[config.mk]
export PLATFORM = sky130hd
export DESIGN_NAME = first_signal_logger
export DESIGN_NICKNAME = d
export VERILOG_FILES = /design/src/rtl/first_signal_logger.sv
export SDC_FILE = /design/constraint.sdc
export NUM_CORES = 1
export LEC_CHECK = 0
export ABC_AREA = 1
export CAP_MARGIN = 20
export CORE_MARGIN = 1.5
export CORE_UTILIZATION = 25
export CTS_CLUSTER_SIZE = 16
export DETAILED_ROUTE_END_ITERATION = 6
export DONT_BUFFER_PORTS = 1
export HOLD_SLACK_MARGIN = 0.02
export PLACE_DENSITY = 0.39
export SLEW_MARGIN = 20
export SYNTH_ARGS = -nofsm -noshare
export SYNTH_HDL_FRONTEND = slang
export SYNTH_SLANG_ARGS = --single-unit
[constraint.sdc]
create_clock -name clk -period 2.8 [get_ports clk]
set_input_delay 0.28 -clock clk [delete_from_list [all_inputs] [get_ports clk]]
set_output_delay 0.28 -clock clk [all_outputs]
set_load 0.05 [all_outputs]
[src/rtl/first_signal_logger.sv]
// first_signal_logger
//   Consumes the first-signal detector's y[2:0] result bus. It turns each
//   idle-to-nonzero transition into a 2-bit decision code and keeps a
//   saturating win count per code. Each code is also queued in a small FIFO,
//   which a reader drains over a valid/ready handshake.
// Ports
//   clk         system clock, rising edge
//   rst         asynchronous reset, active-low
//   y           detector result: y[0]=a, y[1]=b, y[2]=c, 3'b000 = idle
//   clear       synchronous clear of counters, overflow and FIFO
//   out_valid   FIFO head holds a code
//   out_ready   reader accepts the head this cycle
//   out_code    head code: 0=a, 1=b, 2=c, 3=tie; 0 when empty
//   cnt_a/b/c   saturating win counters per channel
//   cnt_tie     saturating count of multi-hot results
//   fifo_level  current FIFO occupancy, 0..DEPTH
//   overflow    sticky; a decision was dropped on a full FIFO
module first_signal_logger #(
  parameter int unsigned DEPTH = 4,
  parameter int unsigned CNT_W = 8,
  localparam int unsigned LVL_W = $clog2(DEPTH) + 1
) (
  input  logic             clk,
  input  logic             rst,
  input  logic [2:0]       y,
  input  logic             clear,
  output logic             out_valid,
  input  logic             out_ready,
  output logic [1:0]       out_code,
  output logic [CNT_W-1:0] cnt_a,
  output logic [CNT_W-1:0] cnt_b,
  output logic [CNT_W-1:0] cnt_c,
  output logic [CNT_W-1:0] cnt_tie,
  output logic [LVL_W-1:0] fifo_level,
  output logic             overflow
);

  localparam int unsigned PTR_W = $clog2(DEPTH);

  logic [2:0]       y_q;
  logic [1:0]       mem [DEPTH];
  logic [PTR_W-1:0] wr_ptr, rd_ptr;

  logic             event_c, pop_c, full_c, push_ok_c;
  logic [1:0]       code_c;
  logic [PTR_W-1:0] wr_ptr_n, rd_ptr_n;
  logic [LVL_W-1:0] level_n;
  logic [CNT_W-1:0] cnt_a_n, cnt_b_n, cnt_c_n, cnt_tie_n;
  logic             overflow_n, out_valid_n;
  logic [1:0]       out_code_n;

  function automatic logic [CNT_W-1:0] sat_inc(input logic [CNT_W-1:0] c);
    return (c == '1) ? c : c + CNT_W'(1);
  endfunction

  // Only the idle-to-nonzero transition is a new decision
  assign event_c = (y != 3'b000) && (y_q == 3'b000);
  assign pop_c   = out_valid && out_ready;
  assign full_c  = (fifo_level == LVL_W'(DEPTH));

  // One-hot to channel index; anything multi-hot is a tie
  always_comb begin
    code_c = 2'd3;
    case (y)
      3'b001:  code_c = 2'd0;
      3'b010:  code_c = 2'd1;
      3'b100:  code_c = 2'd2;
      default: code_c = 2'd3;
    endcase
  end

  // Next-state for counters, FIFO bookkeeping and the registered head view
  always_comb begin
    cnt_a_n     = cnt_a;
    cnt_b_n     = cnt_b;
    cnt_c_n     = cnt_c;
    cnt_tie_n   = cnt_tie;
    wr_ptr_n    = wr_ptr;
    rd_ptr_n    = rd_ptr;
    level_n     = fifo_level;
    overflow_n  = overflow;
    push_ok_c   = 1'b0;
    out_code_n  = 2'd0;
    out_valid_n = 1'b0;

    if (clear) begin
      cnt_a_n    = '0;
      cnt_b_n    = '0;
      cnt_c_n    = '0;
      cnt_tie_n  = '0;
      wr_ptr_n   = '0;
      rd_ptr_n   = '0;
      level_n    = '0;
      overflow_n = 1'b0;
    end else begin
      if (event_c) begin
        case (code_c)
          2'd0:    cnt_a_n   = sat_inc(cnt_a);
          2'd1:    cnt_b_n   = sat_inc(cnt_b);
          2'd2:    cnt_c_n   = sat_inc(cnt_c);
          default: cnt_tie_n = sat_inc(cnt_tie);
        endcase
        // A simultaneous pop frees the slot, so a full FIFO still accepts
        if (!full_c || pop_c) begin
          push_ok_c = 1'b1;
          wr_ptr_n  = wr_ptr + PTR_W'(1);
        end else begin
          overflow_n = 1'b1;
        end
      end
      if (pop_c) rd_ptr_n = rd_ptr + PTR_W'(1);
      case ({push_ok_c, pop_c})
        2'b10:   level_n = fifo_level + LVL_W'(1);
        2'b01:   level_n = fifo_level - LVL_W'(1);
        default: level_n = fifo_level;
      endcase
    end

    // Head after this edge; bypass the code being written if it lands at the head
    if (level_n != '0) begin
      out_valid_n = 1'b1;
      if (push_ok_c && (wr_ptr == rd_ptr_n)) out_code_n = code_c;
      else                                   out_code_n = mem[rd_ptr_n];
    end
  end

  // State registers
  always_ff @(posedge clk or negedge rst) begin
    if (!rst) begin
      y_q        <= '0;
      cnt_a      <= '0;
      cnt_b      <= '0;
      cnt_c      <= '0;
      cnt_tie    <= '0;
      wr_ptr     <= '0;
      rd_ptr     <= '0;
      fifo_level <= '0;
      overflow   <= 1'b0;
      out_valid  <= 1'b0;
      out_code   <= 2'd0;
    end else begin
      y_q        <= y;
      cnt_a      <= cnt_a_n;
      cnt_b      <= cnt_b_n;
      cnt_c      <= cnt_c_n;
      cnt_tie    <= cnt_tie_n;
      wr_ptr     <= wr_ptr_n;
      rd_ptr     <= rd_ptr_n;
      fifo_level <= level_n;
      overflow   <= overflow_n;
      out_valid  <= out_valid_n;
      out_code   <= out_code_n;
    end
  end

  // FIFO storage
  always_ff @(posedge clk or negedge rst) begin
    if (!rst) begin
      for (int unsigned i = 0; i < DEPTH; i++) mem[i] <= 2'd0;
    end else if (push_ok_c) begin
      mem[wr_ptr] <= code_c;
    end
  end

endmodule

Word level (Yosys, flattened, before mapping)

Index checks and enable logic that the tools add are counted.

Word-level logic and storage cells: 109
Input port bits: 7
Bits in registers: 54

Add/sub/neg operators: 8
Equality and inequality tests: 19
Bitwise logic cells: 2
Magnitude comparators: 3
Reductions and logical operators: 22
Mux-type cells: 40

Operators with widths:

| operator                                                 | number |
|---|---|
| two-way mux 8 bit                                        | 16 |
| adder 8 x 1 -> 8 bit, second input constant              | 4 |
| == test 8 bit, second input constant                     | 4 |
| two-way mux 2 bit                                        | 10 |
| AND reduction 3 bit                                      | 4 |
| inequality test 2 bit, second input constant             | 5 |
| nonzero test 2 bit                                       | 5 |
| bitwise mux 8 bit                                        | 1 |
| two-way mux 1 bit                                        | 8 |
| == test 3 bit, second input constant                     | 2 |
| greater-or-equal comparator 3 bit, second input constant | 2 |
| NOT 2 -> 3 bit                                           | 2 |
| case mux 2 bit (3 select lines)                          | 1 |
| case mux 3 bit (2 select lines)                          | 1 |
| nonzero test 3 bit                                       | 2 |
| adder 2 x 1 -> 2 bit, second input constant              | 2 |
| binary-select mux 2 bit (select 2 bit)                   | 1 |
| demux 2 bit (select 2 bit)                               | 1 |
| == test 2 x 1 -> 1 bit, second input constant            | 2 |
| == test 2 bit, second input constant                     | 2 |
| logical AND 1 bit                                        | 4 |
| AND reduction 2 bit                                      | 2 |
| adder 3 x 1 -> 3 bit, second input constant              | 1 |
| == test 3 x 1 -> 1 bit, second input constant            | 1 |
| 11 further kinds                                         | 11 |

Longest topological paths before layout

Depth in word-level cells: 11
Gate-level depth with buffers: 13
Gate-level depth less buffers: 13

Worst setup path before layout

OpenSTA, ideal clock, no wires.

Kind: register to register
Start point: reg out_valid
End point: reg out_code[0]
Cell stages (with the launch flop): 11
Period minus slack after synthesis: 1983 ps
Buffers on the path: 0
Data arrival time: 1865 ps
Library setup time: 118 ps
Setup slack: 817 ps
Data required time: 2682 ps
Cells stage by stage: dfrtp_1 nand2_1 inv_1 nand2_4 fa_1 inv_1 nand2_2 a21oi_1 nor2_2 nor2_2 nor2_1

Cells in the longest elaborated chain, start to end: 10

Ends and longest elaborated chain:

| what                                                           | line | source |
|---|---|---|
| from (decl)                                                    | 27   | `output logic out_valid,` |
| from (signal assigned)                                         | 151  | `out_valid <= out_valid_n;` |
| logical AND 1 bit (*)                                          | 58   | `assign pop_c = out_valid && out_ready;` |
| logical OR 1 bit                                               | 104  | `if (!full_c \|\| pop_c) begin` |
| two-way mux 1 bit                                              | 104  |  |
| two-way mux 1 bit                                              | 96   | `if (event_c) begin` |
| two-way mux 1 bit                                              | 86   | `if (clear) begin` |
| == test 2 x 1 -> 1 bit / == test 2 bit (equally long branches) | 112  | `case ({push_ok_c, pop_c})` |
| case mux 3 bit (2 select lines) (*)                            | 112  |  |
| two-way mux 3 bit (*)                                          | 86   |  |
| via level_n[2]                                                 | 47   | `logic [LVL_W-1:0] level_n;` |
| nonzero test 3 bit (*)                                         | 120  | `if (level_n != '0) begin` |
| two-way mux 2 bit (*)                                          | 120  |  |
| via out_code_n[0]                                              | 50   | `logic [1:0] out_code_n;` |
| to (signal assigned)                                           | 152  | `out_code <= out_code_n;` |
| to (decl)                                                      | 29   | `output logic [1:0] out_code,` |

The timed path passes the listed nets; every way through them passes the cells marked *. The select of a mux whose other input is x is not followed.
A chain may end at the register's enable or synchronous reset.

Final worst setup path

Start point: reg cnt_b[3]
End point: reg cnt_b[2]

Cells in the longest elaborated chain, start to end: 3

Ends and longest elaborated chain:

| what                                   | line | source |
|---|---|---|
| from (decl)                            | 31   | `output logic [CNT_W-1:0] cnt_b,` |
| from (signal assigned)                 | 144  | `cnt_b <= cnt_b_n;` |
| == test 8 bit                          | 53   | `return (c == '1) ? c : c + CNT_W'(1);` |
| inequality test 2 bit (no source line) | --   |  |
| AND reduction 3 bit (no source line)   | --   |  |

Every way passes these cells.

==> metrics list <==
* Outcome: complete, no violations
- The synthesized netlist devotes 5.373% of its cell area to XOR and XNOR gates.
- RSZ-0062 raised after global routing: false
- Remaining routing DRC violations: 0
- Final critical-path share of the clock period: between 60 and 70%
* Worst hold path type: input pin to flop
* Final count of hold timing violations: 0
* Worst-Margin Slew: 618.4 ps
* Buffer depth of the longest clock path: 2
- Most frequent cells in the layout: 66 x sky130_fd_sc_hd__nand2_1, 54 x sky130_fd_sc_hd__dfrtp_1, 46 x sky130_fd_sc_hd__nand3_1, 31 x sky130_fd_sc_hd__inv_1, 25 x sky130_fd_sc_hd__o21ai_0
* Number of placement rows: 39
- The final number of max-transition violations was 0.
* Basic-gate share of the synthesized area counting and, or, nand and nor cells: between 30% and 40%
- Sum of internal, switching and leakage power: approximately 2.0 mW
- Height of the die: between 100 and 150 um
* Post-DRT Antenna Nets: 0
* Fraction of layout instances using a drive strength above 1: around 14%
* Global-route wire length before repair: 11520 um
- Total routing usage reported by global routing: about an eighth
* Final setup violation count: 0
* Total number of vias: between 2000 and 2500
* Reg-to-Reg Start: cnt_b[3]
* Synthesized-area fraction occupied by ao, oa, aoi and oai cells: approximately 8.4%
* GP Congestion: ~0.78
- Pwr per Cell Area: roughly 580 nW/um^2
- CP top delay family: simple AND/OR/NAND/NOR gates
- The count of buffers added on input and output ports is 0.
* GRT met2 Usage: about a fifth
- In this design, the stage delay of the slowest critical-path cell is ~740 ps.
- The number of nets handed over by synthesis was approximately 360.
- Type of the setup path with the least slack: flop to flop
* Clock root buffer: sky130_fd_sc_hd__clkbuf_16
* Switching power as a share of total power: roughly 34%
- Peak ir drop on the vdd network: ~0.23 mV
- In this run the critical register-to-register path is captured at cnt_b[2].
- The largest individual stage delay along the critical path comes from the cell sky130_fd_sc_hd__dfrtp_1.
- The most critical setup path has its startpoint at cnt_b[3].
* Share of total power in the clock network: between 30 and 40%
* Max-Slew Margin vs Limit: between 50% and 60%
- Global routing consumed, on the met3 layer, 3.157% of the routing resources.
* Number of detailed-routing iterations run before antenna repair: 4
- The most critical setup path has its endpoint at cnt_b[2].
- TritonCTS built the clock tree.
- The number of setup buffers added after CTS is 0.
- Between clock sinks in the finished design, the worst skew comes to ~7.2 ps.
* Dominant combinational cell family by area after synthesis: simple AND/OR/NAND/NOR gates
- Hold slack final: 40.80 ps
* Sink Count: 54
* Max-Cap Viols: 0
- Measured along the x axis, the die boundary spans 111.3 um.
- Measured against the total synthesized area, the mux share comes to 0%.
* Power Internal: 1.289 mW
* Most frequent standard cell in the layout excluding fill and tap cells: sky130_fd_sc_hd__nand2_1
- Antenna violations before repair: 0
* Total number of H-tree levels: 2
* Post-synthesis cell area: a little under 3000 sq um
* Maximum fanout along the worst path: 10
* Worst path cell trace: nand3_1 > nor2_1 > nand3_1 > nand4_2 > nand2_2 > a21oi_1 > nor2_1
- The detailed router finished its first iteration with around 110 violations.
- Portion of total power attributed to combinational logic: 18.1%
- Core Region: approximately 11000 sq um
* Total leakage power: about 1.5 nW
- Warnings from Yosys: 0
* Clock latency of the later-clocked register in the worst-skew pair: 300 ps
- Number of global-route vias before repair: roughly 2200
* HPWL after detailed placement: 4829 um
- Required arrival time at the worst endpoint: 2990 ps
- The routed design could run at a clock period as short as between 1500 and 2000 ps.
- After global routing the overflow that remains totals 0.
- The die covers approximately 12000 sq um.
- In this run, CTS created clock tree buffers numbering 5.
- The synthesized design contains between 50 and 60 register bits.
- In the synthesized netlist, the number of instances is 340.
- After detailed routing, the total wire length is about 7000 um.
* Unique cell type count in the Yosys netlist: 30
* CTS clk-pin slew, worst paths: 80 ps
- After global routing, the most crowded layer is met2.
* Number of nets in the finished design: around 370
- Maximum number of pins on one net before global-route repair: 55
* Routing usage on met1: around 15%
- For this configuration, the core starts out at a cell density of approximately 26%.
- In this run the power spent charging and discharging nets is between 0.6 and 0.7 mW.
- Total stage count of the critical path: 7
- Count of cells along the worst register-to-register path: 7
* Data arrival, critical path: 2150 ps
- Each instance of the synthesized netlist takes up on average around 8.6 sq um.
- Antenna diodes: 0
- Worst Path Buf+Inv: 0
- The worst setup path is captured at a flop.
- Dividing the detail-routed wire length by the instance count gives approximately 14 um.
- Sequential fraction of design power: between 40% and 50%
* Crit path launch type: flop
- In this run the count of I/O pins placed on the die edge is 46.
* Maximum operating frequency: approximately 510 MHz
- From synthesis to final layout, the design area changed by 15.14%.
* Sum Neg Setup Slack: 0 ps
* Synthesized-area fraction occupied by adder cells: between 4 and 5%
* Sequential cell area fraction in the yosys report: approximately 46%
* DR vias/cell: 4.595
- R2r setup slk: 850 ps
cells in the mapped netlist, drive strengths merged:
library cell,instances,area share [%]
buf,4,0.81
o21ai,25,4.3
xor2,16,4.8
nand3b,3,1.2
nor2,29,4.9
nand2,77,11
a21oi,9,1.5
o31ai,10,2.6
xnor2,2,0.60
nand3,48,8.5
inv,34,4.3
nand4,8,2.6
clkbuf,2,0.26
nor3,7,1.4
fa,1,0.68
dfrtp,54,46
ha,8,3.4
nor3b,3,0.77
worst reg2reg max path: stages, from the launching register on:
cell	delay [ps]
sky130_fd_sc_hd__dfrtp_1	740
sky130_fd_sc_hd__nand3_1	180
sky130_fd_sc_hd__nor2_1	200
sky130_fd_sc_hd__nand3_1	130
sky130_fd_sc_hd__nand4_2	260
sky130_fd_sc_hd__nand2_2	150
sky130_fd_sc_hd__a21oi_1	150
sky130_fd_sc_hd__nor2_1	50
worst min-delay path by stage:
stage,start,to,slack [ps],cells past startpoint
6_report,clear,cnt_c[0],40,1
5_1_grt,clear,cnt_c[0],20,1
4_1_cts,clear,cnt_c[0],30,1
3_5_place_dp,rst,cnt_tie[1],-10,0
3_3_place_gp,rst,cnt_tie[1],-10,0
2_1_floorplan,rst,cnt_a[0],-20,0
layout make-up:
class	instances	area [sq um]
clock buffers	5	125.1
clock inverters	3	21.27
fillers	1191	8040
inverters	34	127.6
multi-input cells	246	1424
flip-flops and latches	54	1351
well taps	143	178.9
repair buffers	16	150.1
sequential cells by signal, indices dropped and copies added (netlist names):
register,cells
mem,8
wr_ptr,2
y_q,3
cnt_b,8
cnt_a,8
fifo_level,3
out_code,2
rd_ptr,2
cnt_tie,8
out_valid,1
cnt_c,8
overflow,1
per-layer routing:
metal  up-vias  wire length [um]  part of all wire [%]
li1       1166                 -                     -
met1      1092              3296                    47
met2        40              3373                    48
met3         4               294                   4.2
met4         0                67                  0.95
met5         -                 0                     0
power groups by stage:
stage	Clock (mW)	Combinational (mW)	Sequential (mW)
2_1_floorplan	0	0.228	1.02
3_3_place_gp	0	0.331	0.988
3_5_place_dp	0	0.332	0.990
4_1_cts	0.668	0.361	0.974
5_1_grt	0.697	0.405	0.982
6_report	0.636	0.355	0.974
per-stage QoR:
step	instances	utilization, %	setup slack [ps]	instance area (sq um)
2_1_floorplan	340	-	817.0	2934
3_3_place_gp	488	27.71	854.1	3164
3_5_place_dp	488	27.71	834.1	3164
4_1_cts	501	29.59	817.0	3378
5_1_grt	501	29.59	665.4	3378
6_report	501	29.59	845.4	3378
logic make-up (layout without fill, tap and decap cells):
group           after synthesis  in the layout
buf+inv                      40             58
fa+ha+maj                     9              9
compound gates               44             44
flops                        54             54
xor+xnor                     18             18
simple gates                175            175
timing repair:
action,in CTS,in global routing
setup endpoints to repair,0,0
endpoints found under the hold margin,57,0
gates resized for setup,0,0
hold buffers,5,0
Power figures use the tool's default switching activity.
